<file path="config.mk">
export PLATFORM = sky130hd
export DESIGN_NAME = hazard_tracker
export DESIGN_NICKNAME = d
export VERILOG_FILES = /design/src/rtl/mips_pkg.sv /design/src/rtl/instr_classifier.sv /design/src/rtl/hazard_tracker.sv
export SDC_FILE = /design/constraint.sdc
export NUM_CORES = 1
export LEC_CHECK = 0
export ABC_AREA = 1
export CAP_MARGIN = 20
export CELL_PAD_IN_SITES_DETAIL_PLACEMENT = 0
export CELL_PAD_IN_SITES_GLOBAL_PLACEMENT = 1
export CORE_UTILIZATION = 33
export CTS_CLUSTER_SIZE = 40
export DETAILED_ROUTE_END_ITERATION = 16
export GPL_TIMING_DRIVEN = 0
export HOLD_SLACK_MARGIN = 0.15
export PLACE_DENSITY_LB_ADDON = 0.25
export SLEW_MARGIN = 30
export SYNTH_ARGS = -nofsm -noshare
export SYNTH_HDL_FRONTEND = slang
export SYNTH_HIERARCHICAL = 1
export SYNTH_SLANG_ARGS = --single-unit
</file>
<file path="constraint.sdc">
create_clock -name clk -period 3.18 [get_ports clk]
set_clock_uncertainty 0.15 [all_clocks]
set_input_delay 0.318 -clock clk [delete_from_list [all_inputs] [get_ports clk]]
set_output_delay 0.318 -clock clk [all_outputs]
set_load 0.1 [all_outputs]
</file>
<file path="src/rtl/mips_pkg.sv">
// Shared MIPS decode constants and the hazard-tracker entry type.
// Used by instr_classifier and hazard_tracker.
package mips_pkg;

   localparam int REG_ADDR_W = 5;

   localparam logic [5:0] OP_RTYPE = 6'b000000;
   localparam logic [5:0] OP_LW    = 6'b100011;
   localparam logic [5:0] OP_SW    = 6'b101011;
   localparam logic [5:0] OP_BEQ   = 6'b000100;
   localparam logic [5:0] OP_BNE   = 6'b000101;
   localparam logic [5:0] OP_ADDI  = 6'b001000;
   localparam logic [5:0] OP_ORI   = 6'b001101;
   localparam logic [5:0] OP_LUI   = 6'b001111;
   localparam logic [5:0] OP_JAL   = 6'b000011;
   localparam logic [5:0] OP_J     = 6'b000010;

   localparam logic [5:0] FN_JR    = 6'b001000;

   localparam logic [REG_ADDR_W-1:0] REG_RA = 5'd31;

   typedef struct packed {
      logic                  valid;
      logic [REG_ADDR_W-1:0] dest;
      logic                  is_load;
   } trk_entry_t;

endpackage

</file>
<file path="src/rtl/instr_classifier.sv">
// Combinational decode of a MIPS instruction into the register reads/writes
// the hazard tracker needs: source usage, destination and load flag.
module instr_classifier
   import mips_pkg::*;
#(
   parameter int ADDR_W = REG_ADDR_W
) (
   input  logic [31:0]       instr,
   output logic              uses_rs,
   output logic              uses_rt,
   output logic [ADDR_W-1:0] dest,
   output logic              has_dest,
   output logic              is_load
);

   logic [5:0]        opcode;
   logic [5:0]        funct;
   logic [ADDR_W-1:0] rt;
   logic [ADDR_W-1:0] rd;
   logic              unused_bits;

   assign opcode      = instr[31:26];
   assign funct       = instr[5:0];
   assign rt          = ADDR_W'(instr[20:16]);
   assign rd          = ADDR_W'(instr[15:11]);
   assign unused_bits = ^{instr[25:21], instr[10:6]};

   always_comb begin
      // NOTE: every output gets a default before the case so no latch is inferred.
      uses_rs  = 1'b0;
      uses_rt  = 1'b0;
      dest     = '0;
      has_dest = 1'b0;
      is_load  = 1'b0;
      case (opcode)
         OP_RTYPE: begin
            uses_rs = 1'b1;
            if (funct != FN_JR) begin
               uses_rt  = 1'b1;
               dest     = rd;
               has_dest = 1'b1;
            end
         end
         OP_LW: begin
            uses_rs  = 1'b1;
            dest     = rt;
            has_dest = 1'b1;
            is_load  = 1'b1;
         end
         OP_SW, OP_BEQ, OP_BNE: begin
            uses_rs = 1'b1;
            uses_rt = 1'b1;
         end
         OP_ADDI, OP_ORI: begin
            uses_rs  = 1'b1;
            dest     = rt;
            has_dest = 1'b1;
         end
         OP_LUI: begin
            dest     = rt;
            has_dest = 1'b1;
         end
         OP_JAL: begin
            dest     = ADDR_W'(REG_RA);
            has_dest = 1'b1;
         end
         OP_J: ;
         default: ;
      endcase
   end

endmodule

</file>
<file path="src/rtl/hazard_tracker.sv">
// Decode-stage hazard unit: tracks in-flight writers and produces the stall
// request and per-operand forward selects. Optional HAZARD_STATS_EN adds counters.
module hazard_tracker
   import mips_pkg::*;
#(
   parameter int ADDR_W   = REG_ADDR_W,
   parameter int DEPTH    = 3,
   parameter int LOAD_LAT = 1,
   parameter int FW       = $clog2(DEPTH + 1)
) (
   input  logic          clk,
   input  logic          reset,
   input  logic [31:0]   instr_d,
   input  logic          valid_d,
   input  logic          flush,
   output logic          stall,
   output logic [FW-1:0] fwd_a,
   output logic [FW-1:0] fwd_b,
   output logic          uses_rs,
   output logic          uses_rt
`ifdef HAZARD_STATS_EN
   ,
   output logic [31:0]   stall_cnt,
   output logic [31:0]   load_use_cnt
`endif
);

   logic              c_uses_rs, c_uses_rt, c_has_dest, c_is_load;
   logic [ADDR_W-1:0] c_dest, rs, rt;
   logic              stl_a, stl_b, issue;
   logic [FW-1:0]     sel_a, sel_b;
   trk_entry_t        new_entry;
   trk_entry_t [DEPTH:1] trk;

   assign rs = ADDR_W'(instr_d[25:21]);
   assign rt = ADDR_W'(instr_d[20:16]);

   instr_classifier #(.ADDR_W(ADDR_W)) u_classifier (
      .instr    (instr_d),
      .uses_rs  (c_uses_rs),
      .uses_rt  (c_uses_rt),
      .dest     (c_dest),
      .has_dest (c_has_dest),
      .is_load  (c_is_load)
   );

   // Walk oldest to youngest so the lowest matching stage has the last word.
   function automatic logic [FW:0] lookup(input logic used, input logic [ADDR_W-1:0] src,
                                          input trk_entry_t [DEPTH:1] t);
      logic          stl;
      logic [FW-1:0] sel;
      stl = 1'b0;
      sel = '0;
      for (int k = DEPTH; k >= 1; k--) begin
         if (used && src != '0 && t[k].valid && t[k].dest == src) begin
            if (!t[k].is_load || k >= 1 + LOAD_LAT) begin
               sel = FW'(k);
               stl = 1'b0;
            end else begin
               sel = '0;
               stl = 1'b1;
            end
         end
      end
      return {stl, sel};
   endfunction

   always_comb begin
      {stl_a, sel_a} = lookup(c_uses_rs, rs, trk);
      {stl_b, sel_b} = lookup(c_uses_rt, rt, trk);
      stall   = !reset && valid_d && !flush && (stl_a || stl_b);
      fwd_a   = (reset || stall) ? '0 : sel_a;
      fwd_b   = (reset || stall) ? '0 : sel_b;
      uses_rs = c_uses_rs && !reset;
      uses_rt = c_uses_rt && !reset;
   end

   assign issue     = valid_d && !flush && !stall;
   assign new_entry = issue ? trk_entry_t'{valid: c_has_dest && c_dest != '0,
                                           dest: REG_ADDR_W'(c_dest), is_load: c_is_load}
                            : '0;

   always_ff @(posedge clk) begin
      // NOTE: the tracker is reset because its valid bits gate every match.
      if (reset) begin
         trk <= '0;
      end else begin
         // NOTE: nonblocking, so each stage takes its neighbour's pre-edge value.
         trk[1] <= new_entry;
         for (int k = 2; k <= DEPTH; k++) trk[k] <= trk[k-1];
      end
   end

`ifdef HAZARD_STATS_EN
   // Only load entries can be not-ready, so every stall is a load-use stall.
   always_ff @(posedge clk) begin
      if (reset) begin
         stall_cnt    <= '0;
         load_use_cnt <= '0;
      end else if (stall) begin
         stall_cnt    <= stall_cnt + 32'd1;
         load_use_cnt <= load_use_cnt + 32'd1;
      end
   end
`else
   // Statistics disabled: no counter state is built.
`endif

endmodule

</file>
Yosys cells after proc, flatten, opt, wreduce, memory -nomap -nowiden
Index checks and enable logic that the tools add are counted.

operators by class
  equal/unequal tests = 15
  multiplexer cells = 19
  bitwise gates (word level) = 1
  reductions and logical operators = 36

operators with widths
  kind                  number
  $eq A5 B5 Y1          6
  $logic_and A1 B1 Y1   22
  $eq A6 B4 Y1 const B  3
  $mux W2               8
  $pmux W5 S3           1
  $reduce_bool A5 Y1    3
  $eq A6 B3 Y1 const B  2
  $eq A6 B6 Y1 const B  2
  $mux W1               7
  $reduce_or A7 Y1      1
  $eq A6 B2 Y1 const B  1
  $logic_not A6 Y1      1
  $ne A6 B4 Y1 const B  1
  $mux W5               1
  $reduce_or A5 Y1      1
  $pmux W1 S2           2
  $reduce_or A4 Y1      1
  $logic_not A1 Y1      3
  $reduce_or A3 Y1      1
  $logic_or A1 B1 Y1    2
  $reduce_or A2 Y1      1
  $not A1 Y1            1

word-level totals
  register bits after elaboration = 19
  input bits = 36
  output and inout bits = 7

Longest topological paths before layout
Gate-level depths: netlist (run 1).

  word-level depth = 13
  gate-level depth with buffers = 13
  depth with buffers taken out = 13

Cells and area by module
The synthesis (run 1) kept the hierarchy.

modules (own cells, without submodules)
  module            times used  cells an instance  area each (um^2)
  hazard_tracker    1           210                1224.9
  instr_classifier  1           63                 280.3

Worst setup path after synthesis (run 1)
No wires, ideal clock.

  kind = input -> output
  from = in instr_d[27]
  to = out fwd_b[0]
  arrival time = 2.440 ns
  data required time = 2.712 ns
  slack = 0.272 ns
  stages = 11
  buffers on the path = 0
  cell sequence = nor2_1 > nand3_2 > inv_1 > nand2_1 > nand2_1 > nand2_1 > inv_4 > nand3_1 > nand2_1 > nand2_1 > nor2_1

on the way
  word-level cells in the longest chain between the ends = 11

ends and longest elaborated chain
  what                                          line                    RTL
  from (decl)                                   hazard_tracker.sv:13    input logic [31:0] instr_d,
  $eq A6 B6 Y1 or $eq A6 B3 Y1 (tied branches)  instr_classifier.sv:35  case (opcode)
  $reduce_or A3 Y1                              instr_classifier.sv:35
  $pmux W1 S2 (*)                               instr_classifier.sv:35
  via c_uses_rt                                 hazard_tracker.sv:28    logic c_uses_rs, c_uses_rt, c_has_dest, c_is_load;
  $logic_and A1 B1 Y1 (*)                       hazard_tracker.sv:55    if (used && src != '0 && t[k].valid && t[k].dest == src) begin
  $logic_and A1 B1 Y1 (2 in a row)              hazard_tracker.sv:55
  $mux W1                                       hazard_tracker.sv:55
  $logic_or A1 B1 Y1                            hazard_tracker.sv:71    stall = !reset && valid_d && !flush && (stl_a || stl_b);
  $logic_and A1 B1 Y1                           hazard_tracker.sv:71
  $logic_or A1 B1 Y1                            hazard_tracker.sv:73    fwd_b = (reset || stall) ? '0 : sel_b;
  $mux W2 (*)                                   hazard_tracker.sv:73
  to (decl)                                     hazard_tracker.sv:18    output logic [FW-1:0] fwd_b,

Mark *: on every way through the listed nets, which the timed path passes. The rest lies on a longest branch.

Final worst setup path (run 1)
  from = in instr_d[28]
  to = out stall

on the way
  word-level cells in the longest chain between the ends = 9

ends and longest elaborated chain
  what                                   line                    RTL
  $eq A6 B6 Y1 (tied with other cells)   instr_classifier.sv:35
  $reduce_or A7 Y1 (no source line) (*)  --
  $mux W1 (*)                            instr_classifier.sv:35
  via c_uses_rs                          hazard_tracker.sv:28
  $logic_and A1 B1 Y1 (*) (3 in a row)   hazard_tracker.sv:55
  $mux W1 (*)                            hazard_tracker.sv:55
  $logic_or A1 B1 Y1 (*)                 hazard_tracker.sv:71
  $logic_and A1 B1 Y1 (*)                hazard_tracker.sv:71
  to (decl)                              hazard_tracker.sv:16    output logic stall,

Marked as above.

==> impl_table.tex, run 1 <==
\begin{tabular}{lr}
\hline
Metric & Value \\
\hline
\multicolumn{2}{l}{\textbf{Status}} \\
\quad Status & complete, no violations \\
\multicolumn{2}{l}{\textbf{GRT}} \\
\quad All-layer global routing usage & 17.0\% \\
\quad Global-route wire length before repair & 6.60 mm \\
\quad Number of global-route vias before repair & 1542 \\
\quad Number of antenna violations at the first check in global routing & 0 \\
\quad Total grt overflow & 0 \\
\quad Maximum number of pins on one net before global-route repair & 11 \\
\multicolumn{2}{l}{\textbf{Final layout}} \\
\quad Finished Layout Cells & 365 \\
\quad Finished layout cell area & 0.00195 mm2 \\
\quad Sequential cell area & 380 um2 \\
\quad Area occupied by multi-input gates & 930 um2 \\
\quad Area added between synthesis and finish & 29.7\% \\
\quad Nets@finish & 350 \\
\quad Fraction of layout cells with a size suffix above 1 & 12.8\% \\
\quad Biggest registers after layout & trk x19 \\
\quad Diodes inserted & 0 \\
\quad Fillers & 473 \\
\quad Register bank with the most flops & trk \\
\quad Max FFs per register & 19 \\
\multicolumn{2}{l}{\textbf{STA}} \\
\quad RSZ-0062 raised after global routing & false \\
\quad Final worst path period share & 91.3\% \\
\quad Worst Slack Setup Final & 0.277 ns \\
\quad Min Clock Period, post-route & 2.90 ns \\
\quad Max\_slew headroom & 35.8\% \\
\quad Sum of negative setup slack & 0 ns \\
\quad Worst Hold Margin & 0.238 ns \\
\quad Peak clock frequency supported by timing & 344 MHz \\
\quad Final number of setup-violating endpoints & 0 \\
\quad Slew Viols, Final & 0 \\
\quad Worst Tran Pin Value & 0.961 ns \\
\quad Final hold violations & 0 \\
\multicolumn{2}{l}{\textbf{Clock network}} \\
\quad Clock slew at the register clock pins of the worst setup and hold paths & 0.07 ns \\
\quad H-tree levels & 1 \\
\quad Buffers inserted by post-CTS timing repair & 0 \\
\quad Number of buffers created by CTS & 3 \\
\quad Latest clock arrival within the worst-skew pair & 0.25 ns \\
\quad Number of sinks on the clock net & 19 \\
\quad Maximum clock insertion buffer count & 2 \\
\quad CTS Root Cell & sky130\_fd\_sc\_hd\_\_clkbuf\_8 \\
\quad TritonCTS clock tree & done \\
\multicolumn{2}{l}{\textbf{Routing}} \\
\quad Number of iterations in the first detailed-routing pass & 4 \\
\quad Count of vias placed by the detailed router & 1647 \\
\quad Antenna violation net count after detailed routing & 0 \\
\quad Total routed wirelength & 3.71 mm \\
\quad Detailed-route wire length per cell & 10.2 um \\
\quad DRC Markers & 0 \\
\quad Post-detailed-route via-to-cell ratio & 4.51 \\
\quad Iteration-0 DRC count of the detailed router & 105 \\
\multicolumn{2}{l}{\textbf{Worst setup path}} \\
\quad Worst r2r path cells & 7 \\
\quad Capturing element type of the critical path & output pin \\
\quad Data arrival time of the critical path & 2.44 ns \\
\quad Category of cells accounting for the largest share of critical-path delay & buffers and inverters \\
\quad Worst setup SP type & input pin \\
\quad Maximum cell stage delay along the critical path & 0.47 ns \\
\quad Critical Path Start & instr\_d[28] \\
\quad Classification of the worst setup path & in -> out \\
\quad End of the worst register-to-register path & trk[6] \\
\quad Worst R2R Start & trk[2] \\
\quad Setup slack, reg-to-reg & 1.72 ns \\
\quad Cell with the largest stage delay on the worst path & sky130\_fd\_sc\_hd\_\_clkdlybuf4s50\_1 \\
\quad Buffers and inverters on the worst path & 5 \\
\quad Cells along the critical path & clkdlybuf4s50\_1 -> nor2\_2 -> nand3\_2 -> inv\_1 -> nor2\_1 -> nand3\_1 -> nand2\_1 -> inv\_2 -> nand4\_2 -> nand2\_2 -> nand2\_2 -> inv\_1 -> buf\_2 \\
\quad Max Fanout on Critical Path & 6 \\
\quad Data required, critical path & 2.71 ns \\
\multicolumn{2}{l}{\textbf{Min path}} \\
\quad Number of cells on the worst hold path & 2 \\
\quad Startpoint of the lowest-slack hold path & reset \\
\quad Hold crit path type & in -> reg \\
\quad Worst min-delay path endpoint & trk[8] \\
\multicolumn{2}{l}{\textbf{Placed design}} \\
\quad Placed standard-cell area & 0.00193 mm2 \\
\quad Routability-driven placement congestion ratio & 0.795 \\
\quad Number of I/O port buffers & 36 \\
\quad Cell count after placement & 361 \\
\quad Post-Place Worst Slack & -0.418 ns \\
\quad Post-DP HPWL & 3.16 mm \\
\multicolumn{2}{l}{\textbf{Power}} \\
\quad Part of the power in the clock network & 32.0\% \\
\quad Leakage component of the power & 0.979 nW \\
\quad Switching power summed over all nets & 0.000141 W \\
\quad Largest vdd supply drop & 0.116 mV \\
\quad Int Power & 0.000380 W \\
\quad Combinational power share & 22.1\% \\
\quad Switching share of total power & 27.1\% \\
\quad Power per Cell Area & 267 mW/mm2 \\
\quad Flop pwr share & 45.9\% \\
\multicolumn{2}{l}{\textbf{Floorplanning}} \\
\quad Starting Density & 34.6\% \\
\quad Area of the die & 0.00484 mm2 \\
\quad Row count & 24 \\
\quad Die Span Y & 69.5 um \\
\quad Die width & 69.5 um \\
\quad Count of boundary I/O pins & 43 \\
\quad Std-Cell Core Area & 0.00435 mm2 \\
\multicolumn{2}{l}{\textbf{Yosys}} \\
\quad Mux contribution to synthesized area & 0\% \\
\quad Adder and majority cell fraction of the synthesized area & 0\% \\
\quad Synthesized netlist cell count & 273 \\
\quad XOR/XNOR Fraction of Synth Area & 0.582\% \\
\quad Compound-Gate Fraction of Synth Area & 5.99\% \\
\quad Area share of and/or/nand/nor cells after synthesis & 55.2\% \\
\quad Largest family of logic cells by synthesized area & simple AND/OR/NAND/NOR gates \\
\quad Total of flip-flops plus latches after synthesis & 19 \\
\quad Synth Net Count & 309 \\
\quad YS warnings & 6 \\
\quad Post-synthesis cell type count & 25 \\
\quad Mapped Avg Cell Area & 5.51 um2 \\
\quad Proportion of synthesized chip area in sequential cells & 25.3\% \\
\quad Synthesized area & 0.00151 mm2 \\
\multicolumn{2}{l}{\textbf{Job}} \\
\quad Count of max-cap constraint violations & 0 \\
\hline
\end{tabular}
cell usage in the layout (no fill, tap or decap):
master,Yosys,final
sky130_fd_sc_hd__dlygate4sd2_1,0,1
sky130_fd_sc_hd__nand4_2,1,1
sky130_fd_sc_hd__nor2_4,2,2
sky130_fd_sc_hd__dfxtp_1,19,19
sky130_fd_sc_hd__nand3_1,14,14
sky130_fd_sc_hd__nand2_2,3,3
sky130_fd_sc_hd__and3_1,1,1
sky130_fd_sc_hd__nand2_4,1,1
sky130_fd_sc_hd__xor2_1,1,1
sky130_fd_sc_hd__inv_2,11,11
sky130_fd_sc_hd__nand4_4,1,1
sky130_fd_sc_hd__a21oi_1,6,6
sky130_fd_sc_hd__clkdlybuf4s50_1,0,29
sky130_fd_sc_hd__nand3_2,5,5
sky130_fd_sc_hd__clkbuf_8,0,3
sky130_fd_sc_hd__nor3_1,2,2
sky130_fd_sc_hd__buf_2,1,6
sky130_fd_sc_hd__dlymetal6s2s_1,0,1
sky130_fd_sc_hd__o211ai_1,2,2
sky130_fd_sc_hd__nor2_1,56,56
sky130_fd_sc_hd__o21ai_0,6,6
sky130_fd_sc_hd__clkbuf_1,2,3
sky130_fd_sc_hd__o21ai_1,3,3
sky130_fd_sc_hd__nor2_2,5,5
sky130_fd_sc_hd__nand4_1,3,3
sky130_fd_sc_hd__nand2_1,90,90
sky130_fd_sc_hd__nor3_2,1,1
sky130_fd_sc_hd__inv_1,36,36
sky130_fd_sc_hd__inv_4,1,1
layout make-up:
type                       count  share of cell area (%)
buffer                         3                   0.641
clock buffer                   4                    2.31
inverter                      48                    9.36
multi-input combinational    203                    47.6
sequential                    19                    19.5
tap                           52                    3.33
timing repair buffer          36                    17.2
through the flow:
stage,util (%),power (W)
2_1_floorplan,-,0.000301
3_3_place_gp,44.3,0.000361
3_5_place_dp,44.3,0.000361
4_1_cts,45.5,0.000527
5_1_grt,44.8,0.000549
6_report,44.8,0.000521
layer usage:
layer / track usage, % / part of all wire (%)
met1: 20.6 / 45
met2: 31.5 / 50
met3: 1.74 / 3.6
met4: 4.76 / 0.73
met5: 0 / 0
synthesized netlist by cell type:
cell / instances / area (um2)
sky130_fd_sc_hd__a21oi_1: 6 / 30.0
sky130_fd_sc_hd__nor3_1: 2 / 10.0
sky130_fd_sc_hd__o21ai_1: 3 / 15.0
sky130_fd_sc_hd__nand2_1: 90 / 338
sky130_fd_sc_hd__and3_1: 1 / 6.26
sky130_fd_sc_hd__nand4_1: 3 / 18.8
sky130_fd_sc_hd__nor3_2: 1 / 10.0
sky130_fd_sc_hd__nand4_2: 1 / 12.5
sky130_fd_sc_hd__nor2_4: 2 / 22.5
sky130_fd_sc_hd__nand2_4: 1 / 11.3
sky130_fd_sc_hd__buf_2: 1 / 5.00
sky130_fd_sc_hd__nand4_4: 1 / 21.3
sky130_fd_sc_hd__nor2_1: 56 / 210
sky130_fd_sc_hd__nor2_2: 5 / 31.3
sky130_fd_sc_hd__o21ai_0: 6 / 30.0
sky130_fd_sc_hd__inv_4: 1 / 6.26
sky130_fd_sc_hd__dfxtp_1: 19 / 380
sky130_fd_sc_hd__inv_2: 11 / 41.3
sky130_fd_sc_hd__inv_1: 36 / 135
sky130_fd_sc_hd__xor2_1: 1 / 8.76
sky130_fd_sc_hd__clkbuf_1: 2 / 7.51
sky130_fd_sc_hd__nand2_2: 3 / 18.8
sky130_fd_sc_hd__o211ai_1: 2 / 15.0
sky130_fd_sc_hd__nand3_2: 5 / 50.1
sky130_fd_sc_hd__nand3_1: 14 / 70.1
power groups by stage:
stage / combinational [W] / clock, W / sequential, W
2_1_floorplan: 0.0000567 / 0 / 0.000245
5_1_grt: 0.000131 / 0.000179 / 0.000239
3_3_place_gp: 0.000116 / 0 / 0.000245
4_1_cts: 0.000116 / 0.000171 / 0.000239
3_5_place_dp: 0.000116 / 0 / 0.000245
6_report: 0.000115 / 0.000167 / 0.000239
worst max path at each step:
stage / end / depth (start not counted)
after floorplan: fwd_b[0] / 11
after CTS: uses_rt / 9
final: stall / 13
after global placement: stall / 13
after global routing: stall / 13
after detailed placement: stall / 13
timing repair:
item / 4_1_cts / 5_1_grt
endpoints found under the setup margin: 6 / 6
pin swaps: 0 / 0
gates resized for setup: 16 / 11
hold buffers: 0 / 0
cloned: 0 / 0
kinds of logic after synthesis:
logic type / Yosys count
AO/OA/AOI/OAI: 17
buffers and inverters: 51
XOR/XNOR: 1
flip-flops: 19
AND/OR/NAND/NOR: 185
No activity file was read; power rests on OpenSTA's default activity.
==> run 2: changes to the inputs <==
--- a/config.mk
+++ b/config.mk
@@ -9,6 +9,7 @@
 export CAP_MARGIN = 20
 export CELL_PAD_IN_SITES_DETAIL_PLACEMENT = 0
 export CELL_PAD_IN_SITES_GLOBAL_PLACEMENT = 1
+export CORE_MARGIN = 8
 export CORE_UTILIZATION = 33
 export CTS_CLUSTER_SIZE = 40
 export DETAILED_ROUTE_END_ITERATION = 16
==> impl_table.tex, run 2 (synthesis results as in run 1) <==
\begin{tabular}{lr}
\hline
Metric & Value \\
\hline
\multicolumn{2}{l}{\textbf{STA}} \\
\quad Final number of setup-violating endpoints & 0 (unchanged) \\
\quad Final worst path period share & 90.7\% (-0.61 points) \\
\quad RSZ-0062 raised after global routing & false \\
\quad Worst Hold Margin & 0.231 ns (-0.00647 ns) \\
\quad Final hold violations & 0 (unchanged) \\
\quad Worst Slack Setup Final & 0.296 ns (+0.0194 ns) \\
\quad Max\_slew headroom & 36.3\% (+0.50 points) \\
\quad Peak clock frequency supported by timing & 347 MHz (+0.67\%) \\
\quad Slew Viols, Final & 0 (unchanged) \\
\quad Min Clock Period, post-route & 2.88 ns (-0.0194 ns) \\
\quad Worst Tran Pin Value & 0.959 ns (-0.00213 ns) \\
\multicolumn{2}{l}{\textbf{Final layout}} \\
\quad Fillers & 493 (+4.2\%) \\
\quad Area added between synthesis and finish & 29.7\% (unchanged) \\
\quad Finished layout cell area & 0.00195 mm2 (unchanged) \\
\quad Biggest registers after layout & trk x19 \\
\quad Commonest non-fill, non-tap cell in the layout & sky130\_fd\_sc\_hd\_\_nand2\_1 \\
\quad Most frequent cells in the layout & sky130\_fd\_sc\_hd\_\_nand2\_1 (90), sky130\_fd\_sc\_hd\_\_nor2\_1 (56), sky130\_fd\_sc\_hd\_\_inv\_1 (36), sky130\_fd\_sc\_hd\_\_clkdlybuf4s50\_1 (29), sky130\_fd\_sc\_hd\_\_dfxtp\_1 (19) \\
\quad Max FFs per register & 19 (unchanged) \\
\quad Fraction of layout cells with a size suffix above 1 & 13.1\% (+0.32 points) \\
\quad Finished Layout Cells & 365 (unchanged) \\
\quad Diodes inserted & 0 (unchanged) \\
\quad Nets@finish & 350 (unchanged) \\
\quad Register bank with the most flops & trk \\
\multicolumn{2}{l}{\textbf{Min path}} \\
\quad Hold crit path type & in -> reg \\
\multicolumn{2}{l}{\textbf{GRT}} \\
\quad Global-route wire length before repair & 7.25 mm (+9.8\%) \\
\quad Grt met3 use & 1.66\% (-0.084 points) \\
\quad Total grt overflow & 0 (unchanged) \\
\quad Met2 Resource Use GR & 22.1\% (-9.4 points) \\
\quad All-layer global routing usage & 12.2\% (-4.8 points) \\
\quad Number of global-route vias before repair & 1682 (+9.1\%) \\
\quad Number of antenna violations at the first check in global routing & 0 (unchanged) \\
\quad Maximum number of pins on one net before global-route repair & 13 (+2) \\
\quad Met1 Usage GRT & 14.2\% (-6.4 points) \\
\quad Global-route layer with the greatest usage & met2 \\
\multicolumn{2}{l}{\textbf{Worst setup path}} \\
\quad Data arrival time of the critical path & 2.42 ns (-0.02 ns) \\
\quad Maximum cell stage delay along the critical path & 0.86 ns (+0.39 ns) \\
\quad Classification of the worst setup path & in -> out \\
\quad Cell with the largest stage delay on the worst path & sky130\_fd\_sc\_hd\_\_dlygate4sd2\_1 \\
\quad Max Fanout on Critical Path & 6 (unchanged) \\
\quad Cells along the critical path & clkdlybuf4s50\_1 -> nor2\_2 -> nand3\_2 -> inv\_1 -> nand2\_1 -> nand2\_1 -> inv\_1 -> nor2\_1 -> dlygate4sd2\_1 \\
\quad Data required, critical path & 2.71 ns (about the same) \\
\quad Worst setup SP type & input pin \\
\quad Capturing element type of the critical path & output pin \\
\multicolumn{2}{l}{\textbf{Clock network}} \\
\quad H-tree levels & 1 (unchanged) \\
\quad Number of buffers created by CTS & 3 (unchanged) \\
\quad Clock slew at the register clock pins of the worst setup and hold paths & 0.08 ns (about the same) \\
\quad Number of buffers inserted by hold repair at cts & 0 (unchanged) \\
\quad Number of sinks on the clock net & 19 (unchanged) \\
\quad Maximum clock insertion buffer count & 2 (unchanged) \\
\quad CTS Root Cell & sky130\_fd\_sc\_hd\_\_clkbuf\_8 \\
\quad TritonCTS clock tree & done \\
\quad Latest clock arrival within the worst-skew pair & 0.26 ns (about the same) \\
\multicolumn{2}{l}{\textbf{Routing}} \\
\quad Post-detailed-route via-to-cell ratio & 4.48 (-0.73\%) \\
\quad Detailed-route wire length per cell & 11.2 um (+10\%) \\
\quad Antenna violation net count after detailed routing & 0 (unchanged) \\
\quad Number of iterations in the first detailed-routing pass & 4 (unchanged) \\
\quad Total routed wirelength & 4.08 mm (+10\%) \\
\quad Count of vias placed by the detailed router & 1635 (-0.73\%) \\
\quad Iteration-0 DRC count of the detailed router & 57 (-46\%) \\
\quad DRC Markers & 0 (unchanged) \\
\multicolumn{2}{l}{\textbf{Floorplanning}} \\
\quad Starting Density & 34.3\% (-0.24 points) \\
\quad Die Span Y & 83.5 um (+20\%) \\
\quad Die width & 83.5 um (+20\%) \\
\quad Count of boundary I/O pins & 43 (unchanged) \\
\quad Std-Cell Core Area & 0.00438 mm2 (+0.69\%) \\
\quad Row count & 24 (unchanged) \\
\quad Area of the die & 0.00698 mm2 (+44\%) \\
\multicolumn{2}{l}{\textbf{Power}} \\
\quad Largest vdd supply drop & 0.136 mV (+17\%) \\
\quad Combinational power share & 21.8\% (-0.3 points) \\
\quad Leakage component of the power & 0.964 nW (-1.5\%) \\
\quad Power per Cell Area & 271 mW/mm2 (+1.4\%) \\
\quad Power, Total & 0.000528 W (+1.4\%) \\
\quad Flop pwr share & 45.3\% (-0.6 points) \\
\quad Switching share of total power & 28.2\% (+1.1 points) \\
\quad Part of the power in the clock network & 32.9\% (+0.9 points) \\
\quad Switching power summed over all nets & 0.000149 W (+5.6\%) \\
\quad Int Power & 0.000379 W (-0.21\%) \\
\multicolumn{2}{l}{\textbf{Placed design}} \\
\quad Routability-driven placement congestion ratio & 0.813 (+2.3\%) \\
\quad Number of I/O port buffers & 36 (unchanged) \\
\quad Post-Place Worst Slack & -0.426 ns (-0.00753 ns) \\
\quad Post-DP HPWL & 3.45 mm (+9.3\%) \\
\quad Placed standard-cell area & 0.00193 mm2 (unchanged) \\
\quad Cell count after placement & 361 (unchanged) \\
\multicolumn{2}{l}{\textbf{Job}} \\
\quad Count of max-cap constraint violations & 0 (unchanged) \\
\multicolumn{2}{l}{\textbf{Status}} \\
\quad Status & complete, no violations \\
\hline
\end{tabular}
run 2: cell count changes in the layout (fill, tap and decap cells not counted):
| cell | previous run | this run |
|---|---|---|
| sky130_fd_sc_hd__dlygate4sd2_1 | 1 | 2 |
| sky130_fd_sc_hd__clkbuf_1 | 3 | 2 |
| sky130_fd_sc_hd__dlymetal6s2s_1 | 1 | 0 |
| sky130_fd_sc_hd__clkinvlp_4 | 0 | 1 |
run 2: repair_timing:
action / 4_1_cts / 5_1_grt
buffers inserted: 0 / 0
setup endpoints to repair: 7 / 5
resized for setup: 17 / 10
cloned: 0 / 0
run 2: per-stage QoR:
stage               setup TNS (ns)  util (%)
finish                           0      44.5
global route                     0      44.5
CTS                              0      45.2
detailed placement           -2.03      44.0
global placement             -2.00      44.0
floorplan                        0         -
run 2: area by class of cell:
cell class                 count  area (um2)  area share [%]
multi-input combinational    203         930            47.6
sequential                    19         380            19.5
timing repair buffer          36         333            17.1
inverter                      48         183            9.36
tap                           52        65.1            3.33
clock buffer                   3        41.3            2.12
buffer                         3        12.5           0.641
clock inverter                 1        7.51           0.385
run 2: path summary, 6_finish.rpt:
| check | from | end | slack (ns) | cells past startpoint |
|---|---|---|---|---|
| worst min-delay path | reset | trk[11] | 0.23 | 2 |
| worst max-delay path | instr_d[28] | uses_rt | 0.30 | 9 |
| worst min register to register | trk[13] | trk[20] | 0.29 | 2 |
| worst max register to register | trk[2] | trk[0] | 1.70 | 7 |
run 2: power by group through the flow:
stage	registers (W)	clock network [W]	logic [W]
after floorplan	0.000245	0	0.0000567
after global placement	0.000245	0	0.000116
after global routing	0.000239	0.000187	0.000130
after detailed placement	0.000245	0	0.000116
final	0.000239	0.000174	0.000115
after CTS	0.000239	0.000180	0.000116
run 2: per-layer routing:
layer  vias up  share of wire [%]
met5         -                  0
met4         0                1.2
met3         4                4.1
met2        36                 50
met1       689                 45
li1        906                  -
run 2: worst max-delay path, delay by kind of cell:
family	cells	cell delay (ns)
buffers and inverters	4	1.47
and+or+nand+nor	5	0.62
